==> config.mk <==
export PLATFORM = sky130hd
export DESIGN_NAME = intr_ctrl
export DESIGN_NICKNAME = d
export VERILOG_FILES = /design/src/rtl/intr_ctrl.sv
export SDC_FILE = /design/constraint.sdc
export NUM_CORES = 1
export LEC_CHECK = 0
export ABC_AREA = 1
export BUFFER_PORTS_ARGS = -buffer_cell sky130_fd_sc_hd__buf_4
export CAP_MARGIN = 20
export CORE_MARGIN = 4
export CORE_UTILIZATION = 25
export DETAILED_ROUTE_END_ITERATION = 8
export GPL_TIMING_DRIVEN = 1
export PLACE_DENSITY = 0.52
export SETUP_SLACK_MARGIN = 0.3
export SLEW_MARGIN = 20
export SYNTH_ARGS = -nofsm -noshare
export SYNTH_HDL_FRONTEND = slang
export SYNTH_SLANG_ARGS = --single-unit
==> constraint.sdc <==
create_clock -name clk -period 1.55 [get_ports clk]
set_input_delay 0.0775 -clock clk [delete_from_list [all_inputs] [get_ports clk]]
set_output_delay 0.0775 -clock clk [all_outputs]
set_load 0.05 [all_outputs]
==> src/rtl/intr_ctrl.sv <==
// Fixed-priority interrupt controller: per-line edge latching, vector redirect,
// EPC save and banked-flag select for a single non-nesting service routine.

module intr_ctrl_lane (
  input  logic clk,
  input  logic reset,
  input  logic irq,
  input  logic clr,
  output logic pend
);
  logic irq_q, irq_d;
  logic pend_q, pend_d;

  // A fresh edge beats a same-cycle clear so no request is ever dropped.
  always_comb begin
    irq_d  = irq;
    pend_d = (pend_q & ~clr) | (irq & ~irq_q);
  end

  always_ff @(posedge clk or negedge reset) begin
    if (!reset) begin
      irq_q  <= 1'b0;
      pend_q <= 1'b0;
    end else begin
      irq_q  <= irq_d;
      pend_q <= pend_d;
    end
  end

  assign pend = pend_q;
endmodule

module intr_ctrl #(
  parameter int                  N_IRQ      = 4,
  parameter int                  PC_WIDTH   = 10,
  parameter logic [PC_WIDTH-1:0] VEC_BASE   = 'h3C0,
  parameter int                  VEC_STRIDE = 4,
  localparam int                 ID_W       = (N_IRQ > 1) ? $clog2(N_IRQ) : 1
) (
  input  logic                clk,
  input  logic                reset,
  input  logic [N_IRQ-1:0]    irq,
  input  logic                mask_we,
  input  logic [N_IRQ-1:0]    mask_in,
  input  logic [PC_WIDTH-1:0] pc_next,
  input  logic                reti,
  output logic                take_intr,
  output logic [PC_WIDTH-1:0] vector_addr,
  output logic                do_ret,
  output logic [PC_WIDTH-1:0] ret_addr,
  output logic                interruption,
  output logic [ID_W-1:0]     active_id,
  output logic [N_IRQ-1:0]    pending,
  output logic                bad_ret
);
  localparam logic [1:0] IDLE    = 2'd0;
  localparam logic [1:0] ENTER   = 2'd1;
  localparam logic [1:0] SERVICE = 2'd2;
  localparam logic [1:0] RETURN  = 2'd3;

  logic [1:0]          state_q, state_d;
  logic [N_IRQ-1:0]    mask_q, mask_d;
  logic [PC_WIDTH-1:0] epc_q, epc_d;
  logic [ID_W-1:0]     id_q, id_d;
  logic [N_IRQ-1:0]    pend, req, clr;
  logic [ID_W-1:0]     sel_id;

  intr_ctrl_lane u_lane [N_IRQ-1:0] (
    .clk  (clk),
    .reset(reset),
    .irq  (irq),
    .clr  (clr),
    .pend (pend)
  );

  always_comb begin
    req    = pend & mask_q;
    sel_id = '0;
    for (int i = N_IRQ - 1; i >= 0; i--)
      if (req[i]) sel_id = ID_W'(i);

    state_d = state_q;
    epc_d   = epc_q;
    id_d    = id_q;
    clr     = '0;
    // Mask writes land after this cycle's arbitration, which sees the old mask.
    mask_d  = mask_we ? mask_in : mask_q;
    case (state_q)
      IDLE: if (|req) begin
        state_d     = ENTER;
        id_d        = sel_id;
        epc_d       = pc_next;
        clr[sel_id] = 1'b1;
      end
      ENTER:   state_d = SERVICE;
      SERVICE: if (reti) state_d = RETURN;
      // RETURN skips arbitration so one main-program instruction always runs.
      default: state_d = IDLE;
    endcase
  end

  always_ff @(posedge clk or negedge reset) begin
    if (!reset) begin
      state_q <= IDLE;
      mask_q  <= '0;
      epc_q   <= '0;
      id_q    <= '0;
    end else begin
      state_q <= state_d;
      mask_q  <= mask_d;
      epc_q   <= epc_d;
      id_q    <= id_d;
    end
  end

  assign take_intr    = (state_q == ENTER);
  assign interruption = (state_q == ENTER) || (state_q == SERVICE);
  assign do_ret       = (state_q == SERVICE) && reti;
  assign bad_ret      = reti && (state_q != SERVICE);
  assign vector_addr  = VEC_BASE + PC_WIDTH'(id_q) * PC_WIDTH'(VEC_STRIDE);
  assign ret_addr     = epc_q;
  assign active_id    = id_q;
  assign pending      = pend;
endmodule

# Word level (Yosys, flattened, before mapping)
# Index checks and enable logic that the tools add are counted.
[classes]
reduce_logical = 8
magnitude_cmp = 2
mul = 0
n_shift = 0
addsub = 1
bitwise = 21
n_div = 0
n_mux = 11
n_eq_ne = 5
[op_table]
columns = ["operator", "n"]
rows = [
  ["$mux W2", 6],
  ["$add A7 B5 Y8 const A", 1],
  ["$and A1 B1 Y1", 8],
  ["$mux W4", 2],
  ["$not A1 Y1", 8],
  ["$ne A2 B2 Y1 const B", 3],
  ["$pmux W2 S3", 1],
  ["$and A4 B4 Y4", 1],
  ["$or A1 B1 Y1", 4],
  ["$reduce_and A2 Y1", 2],
  ["$reduce_or A4 Y1", 1],
  ["$logic_and A1 B1 Y1", 3],
  ["$lt A2 B3 Y1 const B", 1],
  ["$demux W1 S2", 1],
  ["$eq A2 B1 Y1 const B", 1],
  ["$eq A2 B2 Y1 const B", 1],
  ["$ge A2 B1 Y1 const B", 1],
  ["$logic_not A2 Y1", 1],
  ["$logic_or A1 B1 Y1", 1],
  ["$mux W1", 1],
]
[totals]
latchBits = 0
memories = 0
romBits = 0
ff_bits = 26
word_cells = 60
mem_bits_rw = 0
input_bits = 22

# Depth between registers and ports, before layout
# Gate-level depths: netlist (run 1).
[depth]
ltp_word = 14
depth_mapped = 7
ltp_nobuf = 7

# Modules after synthesis
# Synthesis (run 1) repeated with hierarchy kept, for this count alone.
[hier_totals]
cells_unflattened = 139
area_unflattened_um2 = 1203.7
[modules_own_cells]
columns = ["mod", "cells_each", "seq_area_each_um2", "area_per_inst_um2", "instances"]
rows = [
  ["intr_ctrl", 111, 450.4, 928.4, 1],
  ["intr_ctrl_lane", 7, 50.0, 68.8, 4],
]

# Least setup slack after synthesis (run 1)
# No wires, ideal clock.
[synth_timing]
path_type = "register -> output"
from = "reg state_q[0]"
to = "out bad_ret"
t_arrival_ns = 1.290
stages_incl_launch_ff = 4
path_buffers = 0
path_slack_ns = 0.183
cell_sequence = "dfrtp_1 -> inv_1 -> ha_1 -> nor2_1"
[synth_via]
elab_chain_cells = 2
[synth_rtl]
columns = ["item", "line", "rtl"]
rows = [
  ["from (decl)", "61", "logic [1:0] state_q, state_d;"],
  ["from (signal assigned)", "109", "state_q <= state_d;"],
  ["$ne A2 B2 Y1", "119", "assign bad_ret = reti && (state_q != SERVICE);"],
  ["$logic_and A1 B1 Y1", "119", ""],
  ["to (decl)", "54", "output logic bad_ret"],
]
# No other way between the ends.

# Final worst setup path (run 1)
[layout_timing]
from = "reg state_q[1]"
to = "out bad_ret"
# The elaborated chain is that of the path after synthesis.

==> run metrics, run 1 <==
clock sink count 26; Total Power 3.984 mW; Hold Path Class input port to flip-flop; share of cells above drive strength 1 38.55%; GP Congestion 0.6677; Worst Path Arrival 1.17 ns; synthesis-to-finish area growth 42.73%; worst hold path depth 3; Worst path max stage delay 0.45 ns; commonest cells after routing, fill and taps aside buf_4 (40), nand2_1 (34), dfrtp_1 (25), inv_1 (17), o21ai_0 (15); total number of vias 931; Final Cycle Share between 80 and 90%; GRT overflow 0; I/O Buffers 43; Power Density 2286 mW/mm²; Seq/Total Area, Yosys 53.28%; Lkg Pwr 0.8978 nW; Layout Nets 205; Clk Latency, worst-skew pair 0.27 ns; Critical R2R Capture state_q[0]$_DFFE_PN0P_; syn_area_per_cell 9.182 µm²; I/O pin count 52; die extent in x 77.89 µm; cells after synthesis 133; Ys Warns 0; Yosys cell types 15; global-route wire length before repair 4112 µm; worst path required time ~1.5 ns; Max Cap Viol 0; Reg2Reg Setup Slack between 0.3 and 0.4 ns; final setup margin 0.2984 ns; GRT Total Usage 8.581%; ANT cells 0; core area roughly 0.0047 mm²; Hold Vio Cnt, Final 0; critical path cell sequence ha_4, nor2_2, buf_6; Final setup viols 0; min Tclk post-route 1.252 ns; Die Area 0.006067 mm²; Reg-to-Reg Start state_q[1]$_DFFE_PN0P_; RSZ-0062 raised after global routing yes; Synth area leaders dfrtp_1 (53%), nand2_1 (11%), buf_4 (8.6%), inv_1 (6.1%), o21ai_0 (6.1%); largest net degree at the start of global routing 27; Hold Path Origin mask_in[2]; initial antenna violation count 0; Layout fillers 493; HPWL after DPL approximately 1800 µm; most common cell after layout, fill and taps aside buf_4; startpoint types flip-flop; clock buffer count from CTS 3; crit path capture type output pin; CTS tree built; post-DR vias/cell 3.785; mapped cell area 0.001221 mm²; 1st-iter DRT viols 21; slowest CP cell dfrtp_2; drt pass-1 iters 3; H-tree Lvls 1; Fmax roughly 0.80 GHz; Worst VDD drop 1.618 mV; CP Class flip-flop to output pin; root buf cell clkbuf_8; Synth top area share 53.28%; max-slew violations 0; worst slack, placed 0.1731 ns; WL final 2585 µm; number of global-route vias before repair 913; clk slew on worst S/H paths ~0.090 ns; DIE HEIGHT 77.89 µm; final setup skew approximately 0.0041 ns; cells on worst reg2reg path 5; setup total negative slack 0 ns; area leader, netlist dfrtp_1; WL/cell 10.51 µm; initial core utilization 25.85%; status finished clean; row count 25; Synth Register Bits 26; CP max FO 4; worst hold path endpoint mask_q[2]$_DFFE_PN0P_; Antenna Nets Post-Route 0; clock buffer depth 2; # DRC 0
## state kept, by name, indices dropped and copies added, names as in the netlist
signal        cells
active_id         2
mask_q            4
ret_addr         10
state_q           2
u_lane.irq_q      4
u_lane.pend       4
## per-stage QoR
stage,cells,hold slack [ns],cell area [µm²],utilization [%]
2_1_floorplan,139,-0.2181,1246,-
3_3_place_gp,233,0.01597,1525,32.29
3_5_place_dp,233,0.01337,1525,32.29
4_1_cts,244,0.01439,1670,35.36
5_1_grt,246,0.03633,1743,36.90
6_report,246,0.01763,1743,36.90
## what timing repair did
item / in CTS / in global routing
hold buffers: 5 / 0
endpoints found under the setup margin: 18 / 21
hold endpoints to repair: 30 / 0
pin swaps: 1 / 4
cloned: 1 / 2
resized for setup: 7 / 13
setup buffers: 1 / 0
## how the worst max path moves through the flow
stage	from	to	slack [ns]	depth (start not counted)
after floorplan	state_q[0]$_DFFE_PN0P_	state_q[1]$_DFFE_PN0P_	0.33	4
after global placement	state_q[0]$_DFFE_PN0P_	ret_addr[4]$_DFFE_PN0P_	0.21	5
after detailed placement	state_q[0]$_DFFE_PN0P_	ret_addr[4]$_DFFE_PN0P_	0.17	5
after CTS	state_q[0]$_DFFE_PN0P_	do_ret	0.24	5
after global routing	state_q[0]$_DFFE_PN0P_	bad_ret	0.24	4
final	state_q[1]$_DFFE_PN0P_	bad_ret	0.30	3
## cells in the mapped netlist
cell type / count
nor2_1: 2
conb_1: 2
ha_1: 3
or2_2: 1
nand2_2: 3
o21ai_4: 1
buf_4: 14
inv_1: 20
mux2_2: 3
nand2_1: 35
o21ai_2: 1
dfrtp_1: 26
buf_6: 2
o21ai_0: 15
nand3_1: 5
## where the power goes
part	total [mW]	internal [mW]	switching (mW)
clock network	0.438	0.227	0.211
logic	2.47	0.808	1.66
registers	1.08	0.921	0.158
total	3.98	1.96	2.03
## critical path: cells and delay by family (launching register included)
| kind | cells | cell delay (ns) |
|---|---|---|
| fa+ha+maj | 1 | 0.19 |
| buf+inv | 1 | 0.16 |
| flops | 1 | 0.45 |
| simple gates | 1 | 0.11 |
## routing by layer
layer	up-vias	track usage [%]	wire [µm]
met5	-	0	0
li1	480	-	-
met3	4	2.900	207
met4	0	3.147	29
met2	25	13.44	1212
met1	422	10.94	1136
## area by class of cell
class / instances / area (µm²) / share of cell area (%)
Clock buffer: 4 / 55.05 / 3.159
Inverter: 20 / 75.07 / 4.307
Multi-Input combinational cell: 80 / 474.2 / 27.21
Sequential cell: 26 / 651.9 / 37.40
Tap cell: 67 / 83.83 / 4.810
Timing Repair Buffer: 49 / 402.9 / 23.12
## cells by family after synthesis
group,synth area share [%]
AND/OR/NAND/NOR,15.47
multiplexers,2.766
flip-flops,53.28
other,0.6150
adder cells (fa/ha/maj),3.074
AO/OA/AOI/OAI,8.197
buffers and inverters,16.60
Power figures use the tool's default switching activity.
==> run 2: changes to the inputs <==
clock period = 1.2 ns   (was 1.55 ns; I/O delays follow)
==> run 2 against run 1 <==
Effect of this change:
- the run now ends with negative setup slack left
- first-iteration DRC count fell by 38%
- die area unchanged
- combinational power increased by 84%
- largest power group unchanged
- sequential power increased by 36%
- global-route usage is 0.15 points higher
- routed wire length is 11% higher
- highest routed layer unchanged
- clock skew is 0.0017 ns lower
==> run metrics, run 2 (synthesis gave the netlist of run 1 again) <==
status complete, but fails checks; failing checks negative setup slack; clock sink count 26 (unchanged); delay-heaviest family, CP flip-flops; worst path required time 1.39 ns (-0.08 ns); Fmax 0.7948 GHz; Worst path max stage delay 0.42 ns (-0.03 ns); clk slew on worst S/H paths 0.09 ns (about the same); Power Density 2987 mW/mm² (+31%); Final Instance Count excl. Fillers 270 (+9.8%); synthesis-to-finish area growth 79.92%; H-tree Lvls 1 (unchanged); 1st-iter DRT viols 13 (-38%); Worst Path Arrival 1.45 ns (+0.28 ns); WL final 2868 µm (+11%); drt pass-1 iters 3 (unchanged); DIE HEIGHT 77.89 µm (unchanged); startpoint types flip-flop; clock buffer count from CTS 3 (unchanged); GRT Total Usage 8.734% (+0.15 points); most common cell after layout, fill and taps aside buf_4; global-route wire length before repair 4305 µm (+4.7%); initial core utilization 25.85% (unchanged); Max Cap Viol 0 (unchanged); Final setup viols 16 (+16); Placed Instance Area 0.001589 mm² (+4.2%); placed cells 234 (+0.43%); number of global-route vias before repair 975 (+6.8%); Worst VDD drop 1.704 mV (+5.3%); initial antenna violation count 0 (unchanged); total number of vias 1057 (+14%); CTS tree built; CP max FO 11 (+7); cells on worst reg2reg path 6 (+1); Hold Vio Cnt, Final 0 (unchanged); final setup margin -0.05822 ns (-0.3566 ns); critical path cell sequence nand2_2, nand2_4, o21ai_4, clkbuf_16, nand2_2, o21ai_1; Antenna Nets Post-Route 0 (unchanged); Final Cell Area 0.002197 mm² (+26%); min Tclk post-route 1.258 ns; root buf cell clkbuf_8; max FFs per register 10 (unchanged); GRT overflow 0 (unchanged); I/O pin count 52 (unchanged); slowest CP cell dfrtp_1; Hold Path Class input port to flip-flop; Clk Latency, worst-skew pair 0.26 ns (about the same); die extent in x 77.89 µm (unchanged); share of cells above drive strength 1 60.10% (+22 points); setup total negative slack -0.4964 ns (-0.4964 ns); Die Area 0.006067 mm² (unchanged); row count 25 (unchanged); Layout Nets 229 (+12%); crit path capture type flip-flop; WP buf/inv 1 (unchanged); worst slack, placed 0.02205 ns (-0.1511 ns); critical path depth 6 (+3); clock buffer depth 2 (unchanged); I/O Buffers 43 (unchanged); commonest cells after routing, fill and taps aside buf_4 (39), dfrtp_1 (24), inv_1 (17), nand2_2 (17), buf_6 (17); ANT cells 0 (unchanged); core area 0.004723 mm² (unchanged); GP Congestion 0.7462 (+12%); final setup skew 0.002464 ns (-0.001674 ns); Lkg Pwr 1.120 nW (+25%); # DRC 0 (unchanged); HPWL after DPL 1907 µm (+4.8%); max-slew violations 0 (unchanged); RSZ-0062 raised after global routing yes; final core occ 46.52% (+9.6 points); worst hold path depth 2 (-1); WL/cell 10.62 µm (+1.1%); post-DR vias/cell 3.915 (+3.4%); Top cell by count, worst path nand2_2; CP Class flip-flop to flip-flop; largest net degree at the start of global routing 27 (unchanged); Final Cycle Share 104.9%
[run 2: cell count changes in the layout (fill, tap and decap cells not counted), sizes merged]
cell and change:
buf +24, o21ai -3, clkbuf +2, clkinvlp +1, dlygate4sd3 +1, inv -1
[run 2: power breakdown]
| part | internal [mW] | leakage [nW] | total [mW] | switching, mW |
|---|---|---|---|---|
| registers | 1.19 | 0.303 | 1.47 | 0.274 |
| logic | 2.07 | 0.788 | 4.54 | 2.47 |
| clock network | 0.293 | 0.0288 | 0.555 | 0.262 |
| total | 3.56 | 1.12 | 6.56 | 3.00 |
[run 2: layer usage]
metal | share of wire, % | GRT usage [%] | routed length (µm) | up-vias
met5 | 0 | 0 | 0 | -
met4 | 0.49 | 1.573 | 14 | 0
met3 | 8.3 | 3.712 | 238 | 2
met2 | 51 | 13.70 | 1450 | 36
met1 | 41 | 11.32 | 1164 | 495
li1 | - | - | - | 524
[run 2: layout make-up]
type,instances,area [µm²]
Clock buffer,4,55.05
Tap cell,67,83.83
Multi-Input combinational cell,77,541.8
Inverter,20,78.83
Sequential cell,26,653.1
Timing Repair Buffer,76,784.5
Fill cell,466,2526
[run 2: repair_timing]
item / 4_1_cts / 5_1_grt
hold buffers: 6 / 0
gates cloned: 0 / 2
endpoints found under the hold margin: 32 / 0
gates resized for setup: 55 / 19
setup endpoints to repair: 40 / 40
setup buffers: 4 / 20
pin swaps: 5 / 4
[run 2: through the flow]
step	hold slack, ns	total power [mW]
after floorplan	-0.2356	3.816
after global placement	-0.008129	4.447
after detailed placement	-0.007042	4.468
after CTS	0.01360	5.823
after global routing	0.008241	6.937
final	0.02354	6.563
[run 2: path summary, 6_finish.rpt]
kind	slack, ns	start	end
worst max-delay path	-0.06	u_lane[0].pend$_DFF_PN0_	active_id[0]$_DFFE_PN0P_
worst min-delay path	0.02	mask_in[3]	mask_q[3]$_DFFE_PN0P_
worst max register to register	-0.06	u_lane[0].pend$_DFF_PN0_	active_id[0]$_DFFE_PN0P_
worst min register to register	0.41	u_lane[1].irq_q$_DFF_PN0_	u_lane[1].pend$_DFF_PN0_
max in group asynchronous	0.70	reset	active_id[1]$_DFFE_PN0P_
min in group asynchronous	0.23	reset	u_lane[0].irq_q$_DFF_PN0_
